[src/rtl/hazard_pkg.sv]
// Shared types and constants for the RV32 pipeline hazard controller.
package hazard_pkg;

  typedef enum logic [1:0] {
    RUN        = 2'b00,
    LOAD_STALL = 2'b01,
    MEM_WAIT   = 2'b10
  } state_t;

  localparam logic [1:0] FWD_RF  = 2'b00;
  localparam logic [1:0] FWD_WB  = 2'b01;
  localparam logic [1:0] FWD_MEM = 2'b10;

endpackage

[src/rtl/hazard_fwd_sel.sv]
// Operand forward-select for one E-stage source register; M has priority over W, x0 never forwarded.
module hazard_fwd_sel
  import hazard_pkg::*;
(
  input  logic [4:0] i_rs,
  input  logic [4:0] i_rd_m,
  input  logic [4:0] i_rd_w,
  input  logic       i_we_m,
  input  logic       i_we_w,
  output logic [1:0] o_sel
);

  always_comb begin
    o_sel = FWD_RF;
    if (i_we_m && (i_rd_m != '0) && (i_rd_m == i_rs))
      o_sel = FWD_MEM;
    else if (i_we_w && (i_rd_w != '0) && (i_rd_w == i_rs))
      o_sel = FWD_WB;
  end

endmodule

[src/rtl/hazard_ctrl.sv]
// 5-stage pipeline hazard controller: forwarding, load-use bubble, branch flush, memory-wait freeze.
// Optional performance counters are built when HAZARD_PERF_EN is defined.
module hazard_ctrl
  import hazard_pkg::*;
#(
  parameter int unsigned MEM_TIMEOUT = 255
) (
  input  logic        clk,
  input  logic        rst,
  input  logic [4:0]  RS1D,
  input  logic [4:0]  RS2D,
  input  logic [4:0]  RS1E,
  input  logic [4:0]  RS2E,
  input  logic [4:0]  RDE,
  input  logic [4:0]  RDM,
  input  logic [4:0]  RDW,
  input  logic        RegWriteM,
  input  logic        RegWriteW,
  input  logic        ResultSrcE,
  input  logic        PCSrcE,
  input  logic        mem_req,
  input  logic        mem_ready,
  output logic        StallF,
  output logic        StallD,
  output logic        StallE,
  output logic        StallM,
  output logic        FlushD,
  output logic        FlushE,
  output logic [1:0]  ForwardAE,
  output logic [1:0]  ForwardBE,
  output logic        mem_err,
  output logic [1:0]  state
`ifdef HAZARD_PERF_EN
  ,
  input  logic        perf_clr,
  output logic [31:0] stall_cnt,
  output logic [31:0] flush_cnt,
  output logic [31:0] wait_cnt_tot
`endif
);

  localparam int unsigned     CW  = $clog2(MEM_TIMEOUT + 1);
  localparam logic [CW-1:0]   TMO = CW'(MEM_TIMEOUT);

  state_t        r_state, w_state_nxt;
  logic [CW-1:0] r_wait, w_wait_nxt;
  logic          r_err, w_err_set;
  logic          w_lu, w_mw;
  logic          w_stall_fd, w_stall_em, w_flush_d, w_flush_e;
  logic [1:0]    w_fwd_a, w_fwd_b;

  hazard_fwd_sel u_fwd_a (
    .i_rs   (RS1E),
    .i_rd_m (RDM),
    .i_rd_w (RDW),
    .i_we_m (RegWriteM),
    .i_we_w (RegWriteW),
    .o_sel  (w_fwd_a)
  );

  hazard_fwd_sel u_fwd_b (
    .i_rs   (RS2E),
    .i_rd_m (RDM),
    .i_rd_w (RDW),
    .i_we_m (RegWriteM),
    .i_we_w (RegWriteW),
    .o_sel  (w_fwd_b)
  );

  assign w_lu = ResultSrcE && (RDE != '0) && ((RDE == RS1D) || (RDE == RS2D));
  assign w_mw = mem_req && !mem_ready;

  always_comb begin
    w_state_nxt = r_state;
    w_wait_nxt  = r_wait;
    w_err_set   = 1'b0;
    w_stall_fd  = 1'b0;
    w_stall_em  = 1'b0;
    w_flush_d   = 1'b0;
    w_flush_e   = 1'b0;
    case (r_state)
      MEM_WAIT: begin
        // E is frozen here, so a pending branch is simply acted on after release
        if (mem_ready) begin
          w_state_nxt = RUN;
          w_wait_nxt  = '0;
        end else if (r_wait == TMO) begin
          w_err_set   = 1'b1;
          w_state_nxt = RUN;
          w_wait_nxt  = '0;
        end else begin
          w_stall_fd = 1'b1;
          w_stall_em = 1'b1;
          w_wait_nxt = r_wait + CW'(1);
        end
      end
      default: begin
        w_state_nxt = RUN;
        w_wait_nxt  = '0;
        if (w_mw) begin
          w_stall_fd  = 1'b1;
          w_stall_em  = 1'b1;
          w_state_nxt = MEM_WAIT;
          w_wait_nxt  = CW'(1);
        end else if (PCSrcE) begin
          w_flush_d = 1'b1;
          w_flush_e = 1'b1;
        end else if (w_lu && (r_state == RUN)) begin
          w_stall_fd  = 1'b1;
          w_flush_e   = 1'b1;
          w_state_nxt = LOAD_STALL;
        end
      end
    endcase
  end

  always_ff @(posedge clk or negedge rst) begin
    if (!rst) begin
      r_state <= RUN;
      r_wait  <= '0;
      r_err   <= 1'b0;
    end else begin
      r_state <= w_state_nxt;
      r_wait  <= w_wait_nxt;
      if (w_err_set) r_err <= 1'b1;
    end
  end

  assign StallF    = rst & w_stall_fd;
  assign StallD    = rst & w_stall_fd;
  assign StallE    = rst & w_stall_em;
  assign StallM    = rst & w_stall_em;
  assign FlushD    = rst & w_flush_d;
  assign FlushE    = rst & w_flush_e;
  assign ForwardAE = rst ? w_fwd_a : FWD_RF;
  assign ForwardBE = rst ? w_fwd_b : FWD_RF;
  assign mem_err   = r_err;
  assign state     = r_state;

`ifdef HAZARD_PERF_EN
  logic [31:0] r_stall_cnt, r_flush_cnt, r_wait_tot;

  always_ff @(posedge clk or negedge rst) begin
    if (!rst) begin
      r_stall_cnt <= '0;
      r_flush_cnt <= '0;
      r_wait_tot  <= '0;
    end else if (perf_clr) begin
      r_stall_cnt <= '0;
      r_flush_cnt <= '0;
      r_wait_tot  <= '0;
    end else begin
      if (w_stall_fd && (r_stall_cnt != '1)) r_stall_cnt <= r_stall_cnt + 32'd1;
      if (w_flush_e && (r_flush_cnt != '1))  r_flush_cnt <= r_flush_cnt + 32'd1;
      if ((r_state == MEM_WAIT) && (r_wait_tot != '1)) r_wait_tot <= r_wait_tot + 32'd1;
    end
  end

  assign stall_cnt    = r_stall_cnt;
  assign flush_cnt    = r_flush_cnt;
  assign wait_cnt_tot = r_wait_tot;
`endif

endmodule

[config.mk]
export PLATFORM = sky130hd
export DESIGN_NAME = hazard_ctrl
export DESIGN_NICKNAME = d
export VERILOG_FILES = /design/src/rtl/hazard_pkg.sv /design/src/rtl/hazard_fwd_sel.sv /design/src/rtl/hazard_ctrl.sv
export SDC_FILE = /design/constraint.sdc
export NUM_CORES = 1
export LEC_CHECK = 0
export CAP_MARGIN = 25
export CORE_UTILIZATION = 41
export DETAILED_ROUTE_END_ITERATION = 12
export HOLD_SLACK_MARGIN = 0.02
export PLACE_DENSITY = 0.92
export RECOVER_POWER = 100
export SETUP_SLACK_MARGIN = 0.4
export SLEW_MARGIN = 40
export SYNTH_ARGS = -nofsm -noshare
export SYNTH_HDL_FRONTEND = slang
export SYNTH_SLANG_ARGS = --single-unit
[constraint.sdc]
create_clock -name clk -period 2.9 [get_ports clk]
set_input_delay 0.435 -clock clk [delete_from_list [all_inputs] [get_ports clk]]
set_output_delay 0.435 -clock clk [all_outputs]
set_load 0.005 [all_outputs]
==> run metrics, run 1 <==
Post-Route WL 3314 µm; post-synthesis simple-gate area fraction ~28%; leakage power around 0.75 nW; clock skew between 0.001 and 0.0015 ns; DR WL/cell 15.93 µm; Routed Antenna Nets 0; Worst setup EP type primary output; # setup viols final 0; Required @ worst endpoint ~2.5 ns; CTS root buf clkbuf_4; Crit Path Max Fanout 3; Gate Count Post-Synth about 110; ant diodes 0; clk sinks 11; Total GRT Usage 25.57%; detailed placement HPWL 2525 µm; count of different cell masters after synthesis 25; fin nets approximately 230; final hold vios 0; CP arrival around 2.2 ns; register area share after synthesis approximately 28%; vias post-DR between 1k and 1.5k; 1st-pass router iterations 4; CTS buffer count 3; Initial DRC Count 17; worst rel slew slack between 60% and 70%; # H-tree levels 1; Adder-Cell Fraction of Synth Area between 1 and 1.5%; area grow syn2layout 69.30%; Via density around 5.3; share of cells above drive strength 1 12.22%; Hold WC Path Type in2async; CP Launch Type primary input; Compound-Gate Fraction of Synth Area between 7 and 8%; DR DRC count 0; slowest stage delay, CP around 0.61 ns; worst-margin pin slew between 0.5 and 0.6 ns; RSZ-0062 raised after global routing no; vias in the first global route approximately 1.1k; cell-by-cell trace of the critical path dlygate4sd3_1 -> or4_1 -> o211ai_1 -> clkbuf_1 -> nor3_2 -> dlygate4sd2_1; total power draw 0.4377 mW; CP max-delay cell dlygate4sd3_1; minimum clock period around 2.6 ns; clk buf depth 2; Syn Nets ~160; maximum vdd drop 0.0002839 V; Cell Area, Synth 982.2 µm²; row cnt 17; CORE AREA 0.002233 mm²; Post-Syn Area per Cell a little under 9 µm²; Synth warnings 0; first-pass GRT wire length about 4900 µm; Die H slightly above 50 µm; GPL Wtd Cong 0.8967; Die Width 50.95 µm; Worst-path clk slew 0.08 ns; Setup TNS 0 ns; XOR/XNOR Fraction of Synth Area roughly a third; synthesis-stage register bit count 11; MaxCap Viol Count 0; pwr/cell area about 260 mW/mm²; I/O pins 56; TritonCTS clock tree built; fin. max-slew vios 0; Port-buffer cells 55; kind of critical path in2out; main combinational cell family by area after synthesis XOR/XNOR gates; initial antenna violation count 0; DIE AREA ~0.0026 mm²; initial core utilization between 40% and 50%; Tcrit/Tclk final 89.40%; mux cell area share after synthesis 0%; status complete, no violations; fmax between 300 and 400 MHz; total grt overflow 0; largest net degree at the start of global routing 10; clk_lat worst skew approximately 0.27 ns
[critical path: cells and delay by family]
family                 cells  cell delay, ns
AND/OR/NAND/NOR            2            0.49
buffers and inverters      3            1.07
AO/OA/AOI/OAI              1            0.17
[what timing repair did]
action | in CTS | in global routing
setup endpoints to repair | 9 | 8
pin swaps | 11 | 8
setup buffers | 4 | 1
hold buffers | 0 | 0
resized for setup | 41 | 7
[cells by family (layout without fill, tap and decap cells)]
| logic type | after synthesis | in the layout |
|---|---|---|
| compound gates | 9 | 9 |
| xor+xnor | 36 | 36 |
| fa+ha+maj | 1 | 1 |
| buf+inv | 5 | 72 |
| flops | 11 | 11 |
| simple gates | 51 | 51 |
[layout make-up]
class,instances,area [µm²]
inverter,2,7.507
timing repair buffer,66,610.6
tap,28,35.03
sequential,11,275.3
fill,163,570.5
multi-input combinational,97,706.9
clock inverter,1,5.005
clock buffer,3,22.52
[per-stage QoR]
| step | worst slack [ns] | utilization (%) | hold WS [ns] | instance area, µm² | instances |
|---|---|---|---|---|---|
| 3_3_place_gp | 0.1116 | 71.20 | 0.4445 | 1590 | 199 |
| 4_1_cts | 0.4013 | 75.35 | 0.09205 | 1683 | 207 |
| 3_5_place_dp | 0.05861 | 71.20 | 0.4495 | 1590 | 199 |
| 6_report | 0.3073 | 74.45 | 0.1053 | 1663 | 208 |
| 5_1_grt | 0.2463 | 74.45 | 0.1029 | 1663 | 208 |
| 2_1_floorplan | 0.9115 | - | 0.1394 | 982.2 | 113 |
[cells in the final DEF (no fill, tap or decap), types with 7 or more instances in the layout]
| cell | n |
|---|---|
| nand3_1 | 7 |
| clkdlybuf4s50_1 | 23 |
| dfrtp_1 | 11 |
| nand2_1 | 7 |
| xor2_1 | 22 |
| buf_4 | 8 |
| xnor2_1 | 14 |
| nor3_1 | 8 |
| dlygate4sd2_1 | 14 |
| nor2_1 | 10 |
[per-layer routing]
layer  global-route usage, %  up-vias  wire length [µm]
met5                       0        -                 0
met3                   2.679        8               116
met2                   47.37       43              1807
met1                   30.07      521              1336
met4                   8.796        0                55
li1                        -      525                 -
[worst paths after layout]
| check | startpoint | end | slack, ns | cells past startpoint |
|---|---|---|---|---|
| worst min-delay path | rst | r_wait[6] | 0.11 | 1 |
| max in group asynchronous | rst | r_wait[2] | 2.22 | 2 |
| worst max-delay path | RDW[4] | ForwardAE[0] | 0.31 | 6 |
| worst max register to register | state[0] | r_wait[0] | 1.38 | 4 |
| min in group clk | mem_err | mem_err | 0.46 | 1 |
| worst min register to register | mem_err | mem_err | 0.46 | 1 |
[state kept, by name, summed over array words and instances (netlist names)]
name,flops
state,2
mem_err,1
r_wait,8
[where the power goes]
part	leakage (nW)	switching (mW)	internal (mW)
Sequential	0.151	0.00408	0.157
Combinational	0.576	0.0763	0.0934
Clock	0.0177	0.0555	0.0510
Total	0.745	0.136	0.302
[cell usage after synthesis (all sizes together)]
master / n / area, µm²
o21ai: 2 / 13.76
dfrtp: 11 / 275.3
a22oi: 1 / 7.510
a2111oi: 1 / 15.01
ha: 1 / 12.51
o211ai: 2 / 15.01
and4: 1 / 8.760
xnor2: 14 / 122.6
nand2b: 4 / 25.02
or3: 1 / 7.510
xor2: 22 / 192.7
a21o: 1 / 7.510
and2: 3 / 18.77
nand3: 7 / 35.03
nand2: 7 / 26.28
nor2: 10 / 37.54
o21bai: 2 / 15.01
or4: 3 / 22.52
or3b: 1 / 8.760
buf: 3 / 22.52
nor3: 10 / 60.06
inv: 2 / 7.510
nor4: 4 / 25.02
Note: power is estimated with default switching activity, not from simulation.
==> run 2: changes to the inputs <==
--- a/config.mk
+++ b/config.mk
@@ -6,10 +6,11 @@
 export NUM_CORES = 1
 export LEC_CHECK = 0
 export CAP_MARGIN = 25
-export CORE_UTILIZATION = 41
+export CORE_UTILIZATION = 30
+export CTS_CLUSTER_SIZE = 12
 export DETAILED_ROUTE_END_ITERATION = 12
 export HOLD_SLACK_MARGIN = 0.02
-export PLACE_DENSITY = 0.92
+export PLACE_DENSITY = 0.73
 export RECOVER_POWER = 100
 export SETUP_SLACK_MARGIN = 0.4
 export SLEW_MARGIN = 40
==> run metrics, run 2 (synthesis gave the netlist of run 1 again) <==
# setup viols final 0; status complete, no violations; Biggest register r_wait; row cnt 20; ant diodes 0; Port-buffer cells 55; CORE AREA about 0.0031 mm²; fillcell total around 290; first-pass GRT wire length ~4500 µm; Die Width ~59 µm; vias in the first global route 1031; maximum vdd drop 0.0002098 V; Total GRT Usage between 10% and 20%; worst-margin pin slew roughly 0.42 ns; total power draw 0.4254 mW; highest-count cells in the layout ignoring fill and taps 23 x clkdlybuf4s50_1, 22 x xor2_1, 14 x dlygate4sd2_1; clk_lat worst skew 0.26 ns; Critical path origin rst; initial core utilization around a third; Die H a little under 60 µm; Hold WC Path Type reg2reg; min-delay src mem_err; DR WL/cell 12.53 µm; DR DRC count 0; CTS buffer count 3; fmax 395.3 MHz; Setup TNS 0 ns; commonest non-fill, non-tap cell in the layout clkdlybuf4s50_1; final hold vios 0; # H-tree levels 1; leakage power around 0.76 nW; I/O pins 56; initial antenna violation count 0; Routed Antenna Nets 0; MaxCap Viol Count 0; clock skew 0.003625 ns; clk sinks 11; vias post-DR slightly above 1k; share of cells above drive strength 1 between 10% and 20%; 1st-pass router iterations 4; Crit Path Max Fanout 4; Post-Route WL roughly 2800 µm; Finished Core Util 54.59%; minimum clock period about 2.5 ns; pwr/cell area around 250 mW/mm²; Required @ worst endpoint between 2 and 2.5 ns; CTS root buf clkbuf_4; CP arrival 2.09 ns; DIE AREA around 0.0035 mm²; TritonCTS clock tree built; total grt overflow 0; max reg flops 8; GPL Wtd Cong 0.8691; r2r startpoint r_wait[0]; register area 275.3 µm²; fin. max-slew vios 0; Via density ~4.6; Initial DRC Count 11; worst rel slew slack approximately 72%; kind of critical path in2out; CP Launch Type primary input; area grow syn2layout 71.08%; clk buf depth 2; Tcrit/Tclk final just under 90%; fin nets 221; Worst-path clk slew approximately 0.070 ns; Worst setup EP type primary output; area of the multi-input gates slightly above 700 µm²; RSZ-0062 raised after global routing yes; largest net degree at the start of global routing 15; detailed placement HPWL 2239 µm
run 2: power breakdown:
group	switching, mW	internal (mW)	leakage [nW]
clock network	0.0477	0.0532	0.0150
registers	0.00372	0.157	0.151
logic	0.0699	0.0935	0.593
run 2: final timing paths:
path | end | slack [ns] | cells after the start
hold reg to reg | mem_err | 0.46 | 1
min in group asynchronous | r_wait[6] | 0.65 | 2
setup reg to reg | r_wait[0] | 1.46 | 5
hold / removal | mem_err | 0.46 | 1
max in group asynchronous | r_wait[0] | 2.09 | 2
setup / recovery | StallE | 0.37 | 4
run 2: metal layers:
layer | part of all wire (%) | track usage [%] | vias to the layer above
met2 | 50 | 30.82 | 36
met4 | 0.94 | 2.721 | 0
met1 | 42 | 19.19 | 453
met5 | 0 | 0 | -
met3 | 7.2 | 5.459 | 4
li1 | - | - | 515
run 2: what timing repair did:
item,in CTS,in global routing
endpoints found under the setup margin,9,7
hold buffers,0,0
gates resized for setup,34,12
pin swaps,8,5
buffers inserted,4,0
run 2: final cells by class:
class | instances | share of cell area [%]
Sequential cell | 11 | 16.38
Timing Repair Buffer | 62 | 35.44
Multi-Input combinational cell | 97 | 42.89
Inverter | 2 | 0.4468
Tap cell | 44 | 3.276
Clock buffer | 4 | 1.564
run 2: worst max-delay path, cell delays in order:
cell           delay, ns
dlygate4sd3_1       0.60
inv_1               0.09
a2111oi_4           0.36
dlygate4sd3_1       0.62
run 2: per-stage QoR:
| step | instance area, µm² | hold slack [ns] | setup slack, ns | instances |
|---|---|---|---|---|
| 3_5_place_dp | 1588 | 0.4490 | 0.07712 | 212 |
| 3_3_place_gp | 1588 | 0.4418 | 0.1243 | 212 |
| 6_report | 1680 | 0.4569 | 0.3704 | 220 |
| 4_1_cts | 1673 | 0.4698 | 0.4073 | 220 |
| 2_1_floorplan | 982.2 | 0.1394 | 0.9115 | 113 |
| 5_1_grt | 1680 | 0.4758 | 0.2642 | 220 |
